===== config.mk =====
export PLATFORM = sky130hd
export DESIGN_NAME = truth_table_sweeper
export DESIGN_NICKNAME = d
export VERILOG_FILES = /design/src/rtl/truth_table_sweeper.sv
export SDC_FILE = /design/constraint.sdc
export NUM_CORES = 1
export LEC_CHECK = 0
export CELL_PAD_IN_SITES_DETAIL_PLACEMENT = 2
export CELL_PAD_IN_SITES_GLOBAL_PLACEMENT = 2
export CORE_UTILIZATION = 26
export CTS_BUF_LIST = sky130_fd_sc_hd__clkbuf_4 sky130_fd_sc_hd__clkbuf_8 sky130_fd_sc_hd__clkbuf_16
export CTS_CLUSTER_SIZE = 20
export DETAILED_ROUTE_END_ITERATION = 16
export GPL_ROUTABILITY_DRIVEN = 0
export PLACE_DENSITY_LB_ADDON = 0.1
export SYNTH_ARGS = -nofsm -noshare
export SYNTH_HDL_FRONTEND = slang
export SYNTH_SLANG_ARGS = --single-unit
export TNS_END_PERCENT = 30

===== constraint.sdc =====
create_clock -name clk -period 2.2 [get_ports clk]
set_input_delay 0.22 -clock clk [delete_from_list [all_inputs] [get_ports clk]]
set_output_delay 0.22 -clock clk [all_outputs]
set_load 0.01 [all_outputs]

===== src/rtl/truth_table_sweeper.sv =====
// Sweeps all 2^N_IN input vectors through N_OUT truth tables, one per clock, with per-output ones counters.
// Optional result signature register built only when TT_SIGNATURE_EN is defined.
module tt_lane #(
  parameter int N_IN = 3
) (
  input  logic                 clk,
  input  logic                 rst_n,
  input  logic                 load,
  input  logic                 step,
  input  logic [(1<<N_IN)-1:0] lut_in,
  input  logic [N_IN-1:0]      vec_nxt,
  output logic                 res_nxt,
  output logic [N_IN:0]        cnt
);
  localparam int NV = 1 << N_IN;

  logic [NV-1:0] lut_q;

  // On accept the table is not yet captured, so look up the live input.
  assign res_nxt = load ? lut_in[vec_nxt] : lut_q[vec_nxt];

  always_ff @(posedge clk or negedge rst_n) begin
    if (!rst_n) begin
      lut_q <= '0;
      cnt   <= '0;
    end else if (load) begin
      lut_q <= lut_in;
      cnt   <= {{N_IN{1'b0}}, res_nxt};
    end else if (step) begin
      cnt   <= cnt + {{N_IN{1'b0}}, res_nxt};
    end
  end
endmodule

module truth_table_sweeper #(
  parameter int N_IN  = 3,
  parameter int N_OUT = 2
) (
  input  logic                          clk,
  input  logic                          rst_n,
  input  logic                          start,
  input  logic [N_OUT*(1<<N_IN)-1:0]    lut,
  input  logic                          find_en,
  input  logic [N_OUT-1:0]              target,
  output logic                          busy,
  output logic                          vec_valid,
  output logic [N_IN-1:0]               vec_out,
  output logic [N_OUT-1:0]              res_out,
  output logic [N_OUT*(N_IN+1)-1:0]     ones_cnt,
  output logic                          done,
  output logic                          found,
  output logic [7:0]                    sig
);
  localparam int NV = 1 << N_IN;
  localparam int CW = N_IN + 1;

  typedef enum logic {IDLE, RUN} state_t;
  typedef struct packed {
    logic             find_en;
    logic [N_OUT-1:0] target;
  } cfg_t;

  state_t                       state_q, state_d;
  cfg_t                         cfg_q;
  logic                         accept, step, finish, match, last;
  logic [N_IN-1:0]              vec_nxt;
  logic [N_OUT-1:0]             res_nxt;
  logic [N_OUT-1:0][CW-1:0]     cnt_w;

  assign match   = cfg_q.find_en && (res_out == cfg_q.target);
  assign last    = (vec_out == {N_IN{1'b1}});
  assign vec_nxt = accept ? '0 : vec_out + 1'b1;

  always_ff @(posedge clk or negedge rst_n) begin
    if (!rst_n) state_q <= IDLE;
    else        state_q <= state_d;
  end

  always_comb begin
    state_d = state_q;
    accept  = 1'b0;
    step    = 1'b0;
    finish  = 1'b0;
    case (state_q)
      IDLE: if (start) begin
        accept  = 1'b1;
        state_d = RUN;
      end
      RUN: if (match || last) begin
        finish  = 1'b1;
        state_d = IDLE;
      end else begin
        step    = 1'b1;
      end
      default: state_d = IDLE;
    endcase
  end

  genvar j;
  generate
    for (j = 0; j < N_OUT; j++) begin : g_lane
      tt_lane #(.N_IN(N_IN)) u_lane (
        .clk     (clk),
        .rst_n   (rst_n),
        .load    (accept),
        .step    (step),
        .lut_in  (lut[j*NV +: NV]),
        .vec_nxt (vec_nxt),
        .res_nxt (res_nxt[j]),
        .cnt     (cnt_w[j])
      );
    end
  endgenerate

  assign ones_cnt = cnt_w;

  always_ff @(posedge clk or negedge rst_n) begin
    if (!rst_n) begin
      cfg_q     <= '0;
      vec_valid <= 1'b0;
      vec_out   <= '0;
      res_out   <= '0;
      done      <= 1'b0;
      found     <= 1'b0;
    end else begin
      done <= finish;
      if (accept) begin
        cfg_q     <= '{find_en: find_en, target: target};
        vec_valid <= 1'b1;
        found     <= 1'b0;
      end else if (finish) begin
        vec_valid <= 1'b0;
        found     <= match;
      end
      if (accept || step) begin
        vec_out <= vec_nxt;
        res_out <= res_nxt;
      end
    end
  end

  assign busy = vec_valid;

`ifdef TT_SIGNATURE_EN
  logic [7:0] sig_q;

  // Cleared on accept, so the first update reduces to loading f(0).
  always_ff @(posedge clk or negedge rst_n) begin
    if (!rst_n)      sig_q <= '0;
    else if (accept) sig_q <= 8'(res_nxt);
    else if (step)   sig_q <= {sig_q[6:0], sig_q[7]} ^ 8'(res_nxt);
  end

  assign sig = sig_q;
`else
  assign sig = '0;
`endif
endmodule


# After elaboration in Yosys (flattened, before gate mapping)
# Index checks and enable logic that the tools add are counted.
[word_totals]
reg_bits = 36
inputBits = 22
output_inout_bits = 25
word_cells = 50
[classes]
addsub = 3
n_lt_le_gt_ge = 1
eq_ne = 2
n_mux = 26
n_bitwise = 1
n_reduce_logical = 5
[op_table]
columns = ["op", "n"]
rows = [
  ["$mux W1", 16],
  ["$mux W4", 4],
  ["$bmux W1 S3", 4],
  ["$add A4 B1 Y4", 2],
  ["$lt A3 B4 Y1 const B", 1],
  ["$reduce_bool A2 Y1", 2],
  ["$add A3 B1 Y3 const B", 1],
  ["$eq A3 B3 Y1 const B", 1],
  ["$mux W3", 1],
  ["$eq A2 B2 Y1", 1],
  ["$logic_or A1 B1 Y1", 2],
  ["$pmux W1 S2", 1],
  ["$logic_and A1 B1 Y1", 1],
  ["$not A1 Y1", 1],
]

# Longest topological paths before layout
# Gate-level depths: netlist of run 1.
[depth]
word_depth = 9
depth_mapped = 11

# By module
# Synthesis of run 1 repeated with hierarchy kept, for this count alone.
[hier_totals]
cells_unflattened = 156
hier_area_um2 = 1959.4
[by_module_without_submodules]
columns = ["mod", "instances", "cells_each", "area_each_um2", "seq_area_each_um2"]
rows = [
  ["tt_lane", 2, 49, 651.9, 300.3],
  ["truth_table_sweeper", 1, 58, 655.6, 300.3],
]

# Worst setup path before layout of run 1
# OpenSTA, ideal clock, no wires.
[synth_path]
path_kind = "flip-flop to flip-flop"
from = "register vec_out[0]"
to = "register g_lane[1].u_lane.cnt[1]"
setup_ps = 126
t_arrival_ps = 2002
path_slack_ps = 72
stages_incl_launch_ff = 10
path_buffers = 0
synth_period_minus_slack_ps = 2128
path_cell_list = "dfrtp_1 ha_1 ha_1 nor3b_1 nor3_1 nor2_1 ha_1 ha_1 nand2_1 o21ai_0"
[synth_between]
elab_chain_len = 8
elab_cells_between_ends = 15
cone_classes = "2 x add/sub; 1 x eq/ne; 10 x mux; 2 x reduce/logical"
[synth_rtl]
columns = ["item", "line_no", "source"]
rows = [
  ["start, declared", "47", "output logic [N_IN-1:0] vec_out,"],
  ["start signal, assigned", "136", "vec_out <= vec_nxt;"],
  ["$add A3 B1 Y3 (*)", "72", "assign vec_nxt = accept ? '0 : vec_out + 1'b1;"],
  ["$mux W3 (*)", "72", ""],
  ["$bmux W1 S3", "20", "assign res_nxt = load ? lut_in[vec_nxt] : lut_q[vec_nxt];"],
  ["$mux W1 (not written as such)", "20", ""],
  ["$mux W1 (*)", "20", ""],
  ["named net g_lane[1].u_lane.res_nxt", "12", "output logic res_nxt,"],
  ["$add A4 B1 Y4 (*)", "30", "cnt <= cnt + {{N_IN{1'b0}}, res_nxt};"],
  ["$mux W4 (*)", "29", "end else if (step) begin"],
  ["$mux W4 (*)", "26", "end else if (load) begin"],
  ["end signal, assigned", "28", "cnt <= {{N_IN{1'b0}}, res_nxt};"],
  ["end signal, assigned", "30", ""],
  ["end, declared", "13", "output logic [N_IN:0] cnt"],
]
# Mark *: on every way through the listed nets, which the timed path passes. The rest lies on a longest branch. The select of a mux whose other input is x is not followed.
# A chain may end at the register's enable or synchronous reset.

# Worst setup path after layout of run 1
[layout_path]
from = "register vec_out[0]"
to = "register g_lane[0].u_lane.cnt[1]"
[layout_between]
elab_chain_len = 8
elab_cells_between_ends = 15
cone_classes = "2 x add/sub; 1 x eq/ne; 10 x mux; 2 x reduce/logical"
[layout_rtl]
columns = ["item", "line_no"]
rows = [
  ["$add A3 B1 Y3 (*)", "72"],
  ["$mux W3 (*)", "72"],
  ["$bmux W1 S3", "20"],
  ["$mux W1 (not written as such)", "20"],
  ["$mux W1 (*)", "20"],
  ["named net g_lane[0].u_lane.res_nxt", "12"],
  ["$add A4 B1 Y4 (*)", "30"],
  ["$mux W4 (*)", "29"],
  ["$mux W4 (*)", "26"],
  ["end signal, assigned", "28"],
  ["end signal, assigned", "30"],
  ["end, declared", "13"],
]
# Marks and branches as above.

==> flow_metrics.env, run 1 <==
export IMPL_design_portCount=47
export IMPL_grt_start_max_net_pins=37
export IMPL_fp_coreArea_um2=6490
export IMPL_htreeDepth=2
export IMPL_critical_path_reg2reg_startpoint="vec_out[0]"
export IMPL_fin_cells=326
export IMPL_placed_cell_area_um2=2280
export IMPL_layout_nets=277
export IMPL_die_y_um=85.1
export IMPL_drc_errors=0
export IMPL_main_area_contributors_after_synthesis="sky130_fd_sc_hd__dfrtp_1 50%, sky130_fd_sc_hd__nand2_1 15%, sky130_fd_sc_hd__buf_4 4.2%"
export IMPL_worst_slew_pin_slew_ps=581
export IMPL_grt_pass1_vias=1703
export IMPL_power_density_cell_area_nw_per_um2=1600
export IMPL_fin_crit_ps=2190
export IMPL_fp_dieArea_um2=7240
export IMPL_hold_violations=0
export IMPL_num_vias=1556
export IMPL_timing_hold_worst_class="in -> async"
export IMPL_timing_final_max_slew_violations=0
export IMPL_start_kind="register"
export IMPL_avgViaCountPerCell=4.77
export IMPL_cts_buffers=5
export IMPL_grt_antenna_before_repair=0
export IMPL_initial_core_util_pct=27.6
export IMPL_switchingPower_mw=1.64
export IMPL_wl_per_cell_um=16.3
export IMPL_power_combinational_fraction_pct=56.3
export IMPL_total_of_buffers_placed_on_input_and_output_ports=38
export IMPL_overflow=0
export IMPL_critPathKind="reg -> reg"
export IMPL_outcome="finished, final reports clean"
export IMPL_crit_fanout=5
export IMPL_synthArstFlopShare_pct=100
export IMPL_r2r_slack_ps=10
export IMPL_skew_ps=8.21
export IMPL_maxClockFrequency_mhz=458
export IMPL_data_arrival_at_the_endpoint_of_the_critical_path_ps=2330
export IMPL_min_period_over_period_pct=99.4
export IMPL_yosysSeqAreaShare_pct=50.2
export IMPL_hpwlAfterDp_um=3800
export IMPL_cellInternalPower_mw=2.37
export IMPL_worst_slew_margin_rel_pct=61.3
export IMPL_setup_worst_path_end_class="register"
export IMPL_hold_bufs_at_cts=0
export IMPL_seqPwrFrac_pct=30.9
export IMPL_area_growth_synth_to_final_pct=39.7
export IMPL_totalWireLength_um=5330
export IMPL_drt_first_iter_violations=42
export IMPL_die_width_um=85.1
export IMPL_synth_seq_cells=36
export IMPL_cts_tree="done"
export IMPL_clkLatencyLatePin_ps=290
export IMPL_average_footprint_of_a_synthesized_cell_um2=9.11
export IMPL_drt_antenna_violating_nets=0
export IMPL_dp_cells=314
export IMPL_number_of_maximum_capacitance_violations=0
export IMPL_ys_flop_type="sky130_fd_sc_hd__dfrtp_1"
export IMPL_num_rows=29
export IMPL_grt_use_total_pct=15.4
export IMPL_cts_max_path_buffers=2
export IMPL_synthCells=197
export IMPL_dr_pass1_iters=2
export IMPL_ir_worst_vdd_v=0.000385
export IMPL_wire_length_of_the_first_global_routing_pass_um=8450
export IMPL_switching_share_pct=40.9
export IMPL_final_setup_viol_count=0
export IMPL_synth_top_cell_area_share_pct=50.2
export IMPL_synth_yosys_warnings=0
export IMPL_numClockSinks=36
export IMPL_final_layout_size_suffix_gt1_share_pct=19.7
export IMPL_r2r_worst_path_cells=9
export IMPL_antenna_diode_count=0
export IMPL_clkPwrFrac_pct=12.8
export IMPL_required_ps=2350
export IMPL_synth_area_leader_cell="sky130_fd_sc_hd__dfrtp_1"
export IMPL_final_cell_area_um2=2510
export IMPL_power_leakage_nw=1.14
export IMPL_cts_root_buffer_cell="sky130_fd_sc_hd__clkbuf_8"
export IMPL_clk_pin_slew_worst_paths_ps=70
export IMPL_r2r_end="g_lane[0].u_lane.cnt[1]"
export IMPL_synth_cell_area_um2=1790
export IMPL_synth_edff_count=0
export IMPL_netlist_cell_type_count=40
## how the worst max path moves through the flow
stage	to	depth (start not counted)	startpoint
after floorplan	g_lane[1].u_lane.cnt[1]	9	vec_out[0]
after global placement	g_lane[0].u_lane.cnt[1]	10	start
after detailed placement	g_lane[0].u_lane.cnt[2]	11	start
after CTS	g_lane[0].u_lane.cnt[2]	11	start
final	g_lane[0].u_lane.cnt[1]	9	vec_out[0]
after global routing	g_lane[0].u_lane.cnt[2]	10	vec_out[0]
## cells in the mapped netlist (2+ instances only)
| cell | count |
|---|---|
| sky130_fd_sc_hd__mux2i_1 | 3 |
| sky130_fd_sc_hd__buf_6 | 2 |
| sky130_fd_sc_hd__nand3_1 | 5 |
| sky130_fd_sc_hd__ha_1 | 6 |
| sky130_fd_sc_hd__nand2_1 | 73 |
| sky130_fd_sc_hd__xnor2_1 | 2 |
| sky130_fd_sc_hd__dfrtp_1 | 36 |
| sky130_fd_sc_hd__nor2_1 | 6 |
| sky130_fd_sc_hd__clkbuf_1 | 3 |
| sky130_fd_sc_hd__buf_1 | 2 |
| sky130_fd_sc_hd__buf_4 | 10 |
| sky130_fd_sc_hd__and2_1 | 2 |
| sky130_fd_sc_hd__nor3_1 | 2 |
| sky130_fd_sc_hd__inv_1 | 5 |
| sky130_fd_sc_hd__o21ai_0 | 14 |
| sky130_fd_sc_hd__a21oi_1 | 2 |
## state kept, by name (all words and copies together), names as in the netlist
signal	count
busy	1
g_lane.u_lane.cnt	8
vec_out	3
res_out	2
cfg_q	3
found	1
done	1
state_q	1
g_lane.u_lane.lut_q	16
## cell families after synthesis
logic type                 share of synthesized area [%]
muxes                                               1.67
AOI/OAI and AO/OA                                   11.6
buffers and inverters                               7.81
other                                              0.209
and+or+nand+nor                                     22.8
DFF                                                 50.2
adders and majority gates                           4.18
xor gates and xnor gates                            1.46
## power by group through the flow
| stage | registers (mW) | logic, mW | clock network [mW] |
|---|---|---|---|
| after floorplan | 1.22 | 1.17 | 0 |
| final | 1.24 | 2.26 | 0.512 |
| after CTS | 1.22 | 2.03 | 0.534 |
| after detailed placement | 1.22 | 1.94 | 0 |
| after global routing | 1.28 | 2.50 | 0.565 |
| after global placement | 1.20 | 1.85 | 0 |
## timing repair
| item | 4_1_cts | 5_1_grt |
|---|---|---|
| setup buffers | 0 | 4 |
| hold endpoints to repair | 0 | 0 |
| setup endpoints to repair | 5 | 7 |
| pin swaps | 2 | 9 |
| gates cloned | 0 | 1 |
| gates resized for setup | 8 | 18 |
## placed cells by master, fill, tap and decap left out, types with 3 or more instances in the layout
| cell | Yosys | layout |
|---|---|---|
| sky130_fd_sc_hd__ha_1 | 6 | 3 |
| sky130_fd_sc_hd__dfrtp_1 | 36 | 35 |
| sky130_fd_sc_hd__o21ai_1 | 1 | 5 |
| sky130_fd_sc_hd__nand3_1 | 5 | 5 |
| sky130_fd_sc_hd__clkdlybuf4s50_1 | 0 | 38 |
| sky130_fd_sc_hd__clkbuf_8 | 0 | 7 |
| sky130_fd_sc_hd__inv_1 | 5 | 5 |
| sky130_fd_sc_hd__nor2_1 | 6 | 5 |
| sky130_fd_sc_hd__buf_4 | 10 | 16 |
| sky130_fd_sc_hd__o21ai_0 | 14 | 9 |
| sky130_fd_sc_hd__nand2_1 | 73 | 73 |
| sky130_fd_sc_hd__conb_1 | 1 | 8 |
## layer usage
metal,part of all wire [%],vias up,global-route usage [%]
met5,0,-,0
met4,2.5,0,4.47
met3,3.8,10,3.89
met2,54,33,29.2
met1,39,782,16.8
li1,-,731,-
## critical path, stage by stage (launching register included)
cell	delay, ps
sky130_fd_sc_hd__dfrtp_2	450
sky130_fd_sc_hd__buf_2	170
sky130_fd_sc_hd__o21ai_1	280
sky130_fd_sc_hd__o311ai_2	180
sky130_fd_sc_hd__a32oi_2	260
sky130_fd_sc_hd__o21ai_1	90
sky130_fd_sc_hd__ha_1	200
sky130_fd_sc_hd__ha_1	270
sky130_fd_sc_hd__nand2_1	50
sky130_fd_sc_hd__o21ai_0	90
## stage by stage
| stage | hold WS [ps] | power (mW) | util (%) | setup slack, ps | TNS [ps] |
|---|---|---|---|---|---|
| 4_1_cts | 376 | 3.79 | 37.1 | 8.56 | 0 |
| 3_5_place_dp | 467 | 3.16 | 35.0 | -220 | -1060 |
| 6_report | 350 | 4.01 | 38.6 | 14.3 | 0 |
| 2_1_floorplan | -75.6 | 2.38 | - | 71.8 | 0 |
| 5_1_grt | 407 | 4.35 | 38.6 | -78.1 | -130 |
| 3_3_place_gp | 455 | 3.05 | 35.0 | -128 | -529 |
## cell type report
class | instances | area, um^2
fill | 722 | 3990
sequential | 36 | 902
multi-input combinational | 145 | 876
inverter | 5 | 18.8
tap | 77 | 96.3
timing repair buffer | 56 | 517
clock buffer | 7 | 96.3
No activity file was read; power rests on OpenSTA's default activity.
==> run 2: changes to the inputs <==
CORE_ASPECT_RATIO = 1.1   (was not set)
CTS_CLUSTER_SIZE = not set   (was 20)
==> flow_metrics.env, run 2 (synthesis gave the netlist of run 1 again) <==
export IMPL_outcome="finished, final reports clean"
export IMPL_number_of_maximum_capacitance_violations=0
export IMPL_wl_per_cell_um=15.6
export IMPL_wire_length_of_the_first_global_routing_pass_um=8270
export IMPL_r2r_end="g_lane[0].u_lane.cnt[1]"
export IMPL_crit_fanout=7
export IMPL_numClockSinks=36
export IMPL_cts_buffers=5
export IMPL_critical_path_reg2reg_startpoint="vec_out[1]"
export IMPL_cts_max_path_buffers=2
export IMPL_grt_use_total_pct=15.5
export IMPL_dr_pass1_iters=3
export IMPL_maxClockFrequency_mhz=472
export IMPL_cts_root_buffer_cell="sky130_fd_sc_hd__clkbuf_8"
export IMPL_final_setup_viol_count=0
export IMPL_fp_dieArea_um2=7240
export IMPL_antenna_diode_count=0
export IMPL_final_layout_size_suffix_gt1_share_pct=19.6
export IMPL_grt_pass1_vias=1693
export IMPL_drt_antenna_violating_nets=0
export IMPL_grt_setup_unrepaired="yes"
export IMPL_timing_final_max_slew_violations=0
export IMPL_min_period_over_period_pct=96.3
export IMPL_cts_tree="done"
export IMPL_holdWs_ps=363
export IMPL_timing_critical_path_slowest_stage_cell="sky130_fd_sc_hd__dfrtp_1"
export IMPL_timing_critical_path_cells="ha_4 -> a211o_1 -> a32oi_2 -> o21ai_1 -> ha_2 -> ha_1 -> nand2_1 -> o21ai_0"
export IMPL_critPathKind="reg -> reg"
export IMPL_overflow=0
export IMPL_met1Wirelength_um=2030
export IMPL_final_cell_area_um2=2520
export IMPL_ir_worst_vdd_v=0.000490
export IMPL_postLayoutCoreUtil_pct=38.0
export IMPL_hold_bufs_at_cts=0
export IMPL_data_arrival_at_the_endpoint_of_the_critical_path_ps=2300
export IMPL_num_vias=1538
export IMPL_fin_crit_ps=2120
export IMPL_r2r_slack_ps=80
export IMPL_power_leakage_nw=1.15
export IMPL_timing_hold_worst_class="in -> async"
export IMPL_r2r_worst_path_cells=8
export IMPL_grt_antenna_before_repair=0
export IMPL_avgViaCountPerCell=4.63
export IMPL_die_width_um=81.2
export IMPL_total_met2_wirelength_after_detailed_routing_um=2900
export IMPL_drt_first_iter_violations=20
export IMPL_max_stage_delay_ps=420
export IMPL_clkLatencyLatePin_ps=290
export IMPL_fp_coreArea_um2=6630
export IMPL_route_top_layer_used="met4"
export IMPL_reg_largest_list="g_lane.u_lane.lut_q: 16 flops, g_lane.u_lane.cnt: 8 flops"
export IMPL_total_of_buffers_placed_on_input_and_output_ports=38
export IMPL_largest_register_ffs=16
export IMPL_layout_cells_most_common_list="72 x sky130_fd_sc_hd__nand2_1, 38 x sky130_fd_sc_hd__clkdlybuf4s50_1, 35 x sky130_fd_sc_hd__dfrtp_1"
export IMPL_num_rows=31
export IMPL_clk_pin_slew_worst_paths_ps=80
export IMPL_hpwlAfterDp_um=3790
export IMPL_initial_core_util_pct=27.1
export IMPL_design_portCount=47
export IMPL_critical_path_startpoint="vec_out[1]"
export IMPL_totalWireLength_um=5190
export IMPL_skew_ps=7.20
export IMPL_area_growth_synth_to_final_pct=40.5
export IMPL_largest_register="g_lane.u_lane.lut_q"
export IMPL_drc_errors=0
export IMPL_required_ps=2380
export IMPL_layout_cells_most_common="sky130_fd_sc_hd__nand2_1"
export IMPL_die_y_um=89.1
export IMPL_start_kind="register"
export IMPL_placed_cell_area_um2=2280
export IMPL_power_density_cell_area_nw_per_um2=1610
export IMPL_grt_start_max_net_pins=37
export IMPL_hold_violations=0
export IMPL_layout_nets=277
export IMPL_setup_worst_path_end_class="register"
export IMPL_htreeDepth=2
export IMPL_wl_met3_um=166
-- run 2: cell count changes in the layout (fill, tap and decap cells not counted), sizes merged --
cell and delta:
clkbuf +1
-- run 2: where the power goes --
part / internal (mW) / total (mW) / switching, mW
clock network: 0.280 / 0.524 / 0.244
logic: 1.15 / 2.31 / 1.16
registers: 0.977 / 1.23 / 0.252
total: 2.41 / 4.06 / 1.66
-- run 2: cell type report --
type / count / area (um^2)
timing repair buffer: 56 / 536
clock buffer: 8 / 97.6
multi-input combinational: 145 / 865
inverter: 5 / 18.8
tap: 82 / 103
sequential: 36 / 902
fill: 724 / 4110
-- run 2: how the worst max path moves through the flow --
| stage | endpoint |
|---|---|
| floorplan | g_lane[1].u_lane.cnt[1] |
| global placement | g_lane[1].u_lane.cnt[1] |
| detailed placement | g_lane[0].u_lane.cnt[1] |
| CTS | g_lane[0].u_lane.cnt[2] |
| global route | g_lane[0].u_lane.cnt[2] |
| finish | g_lane[0].u_lane.cnt[1] |
-- run 2: repair_timing --
item	4_1_cts	5_1_grt
endpoints found under the setup margin	4	7
pin swaps	1	8
setup buffers	0	5
gates resized for setup	4	23
-- run 2: per-layer routing --
layer | up-vias | track usage [%]
met3 | 8 | 3.06
met2 | 34 | 30.9
met5 | - | 0
met1 | 766 | 16.3
met4 | 0 | 4.38
li1 | 730 | -
-- run 2: through the flow --
stage / setup TNS [ps] / setup WS [ps] / total power, mW / instances
finish: 0 / 80.4 / 4.06 / 332
CTS: 0 / 17.3 / 3.81 / 327
global placement: -230 / -97.3 / 3.07 / 319
global route: -25.7 / -15.2 / 4.39 / 332
detailed placement: -1190 / -214 / 3.20 / 319
floorplan: 0 / 71.8 / 2.38 / 204
-- run 2: worst max-delay path, delay by kind of cell, from the launching register on --
kind | cells | cell delay, ps
adder cells (fa/ha/maj) | 3 | 770
flip-flops | 1 | 420
AO/OA/AOI/OAI | 4 | 760
AND/OR/NAND/NOR | 1 | 60
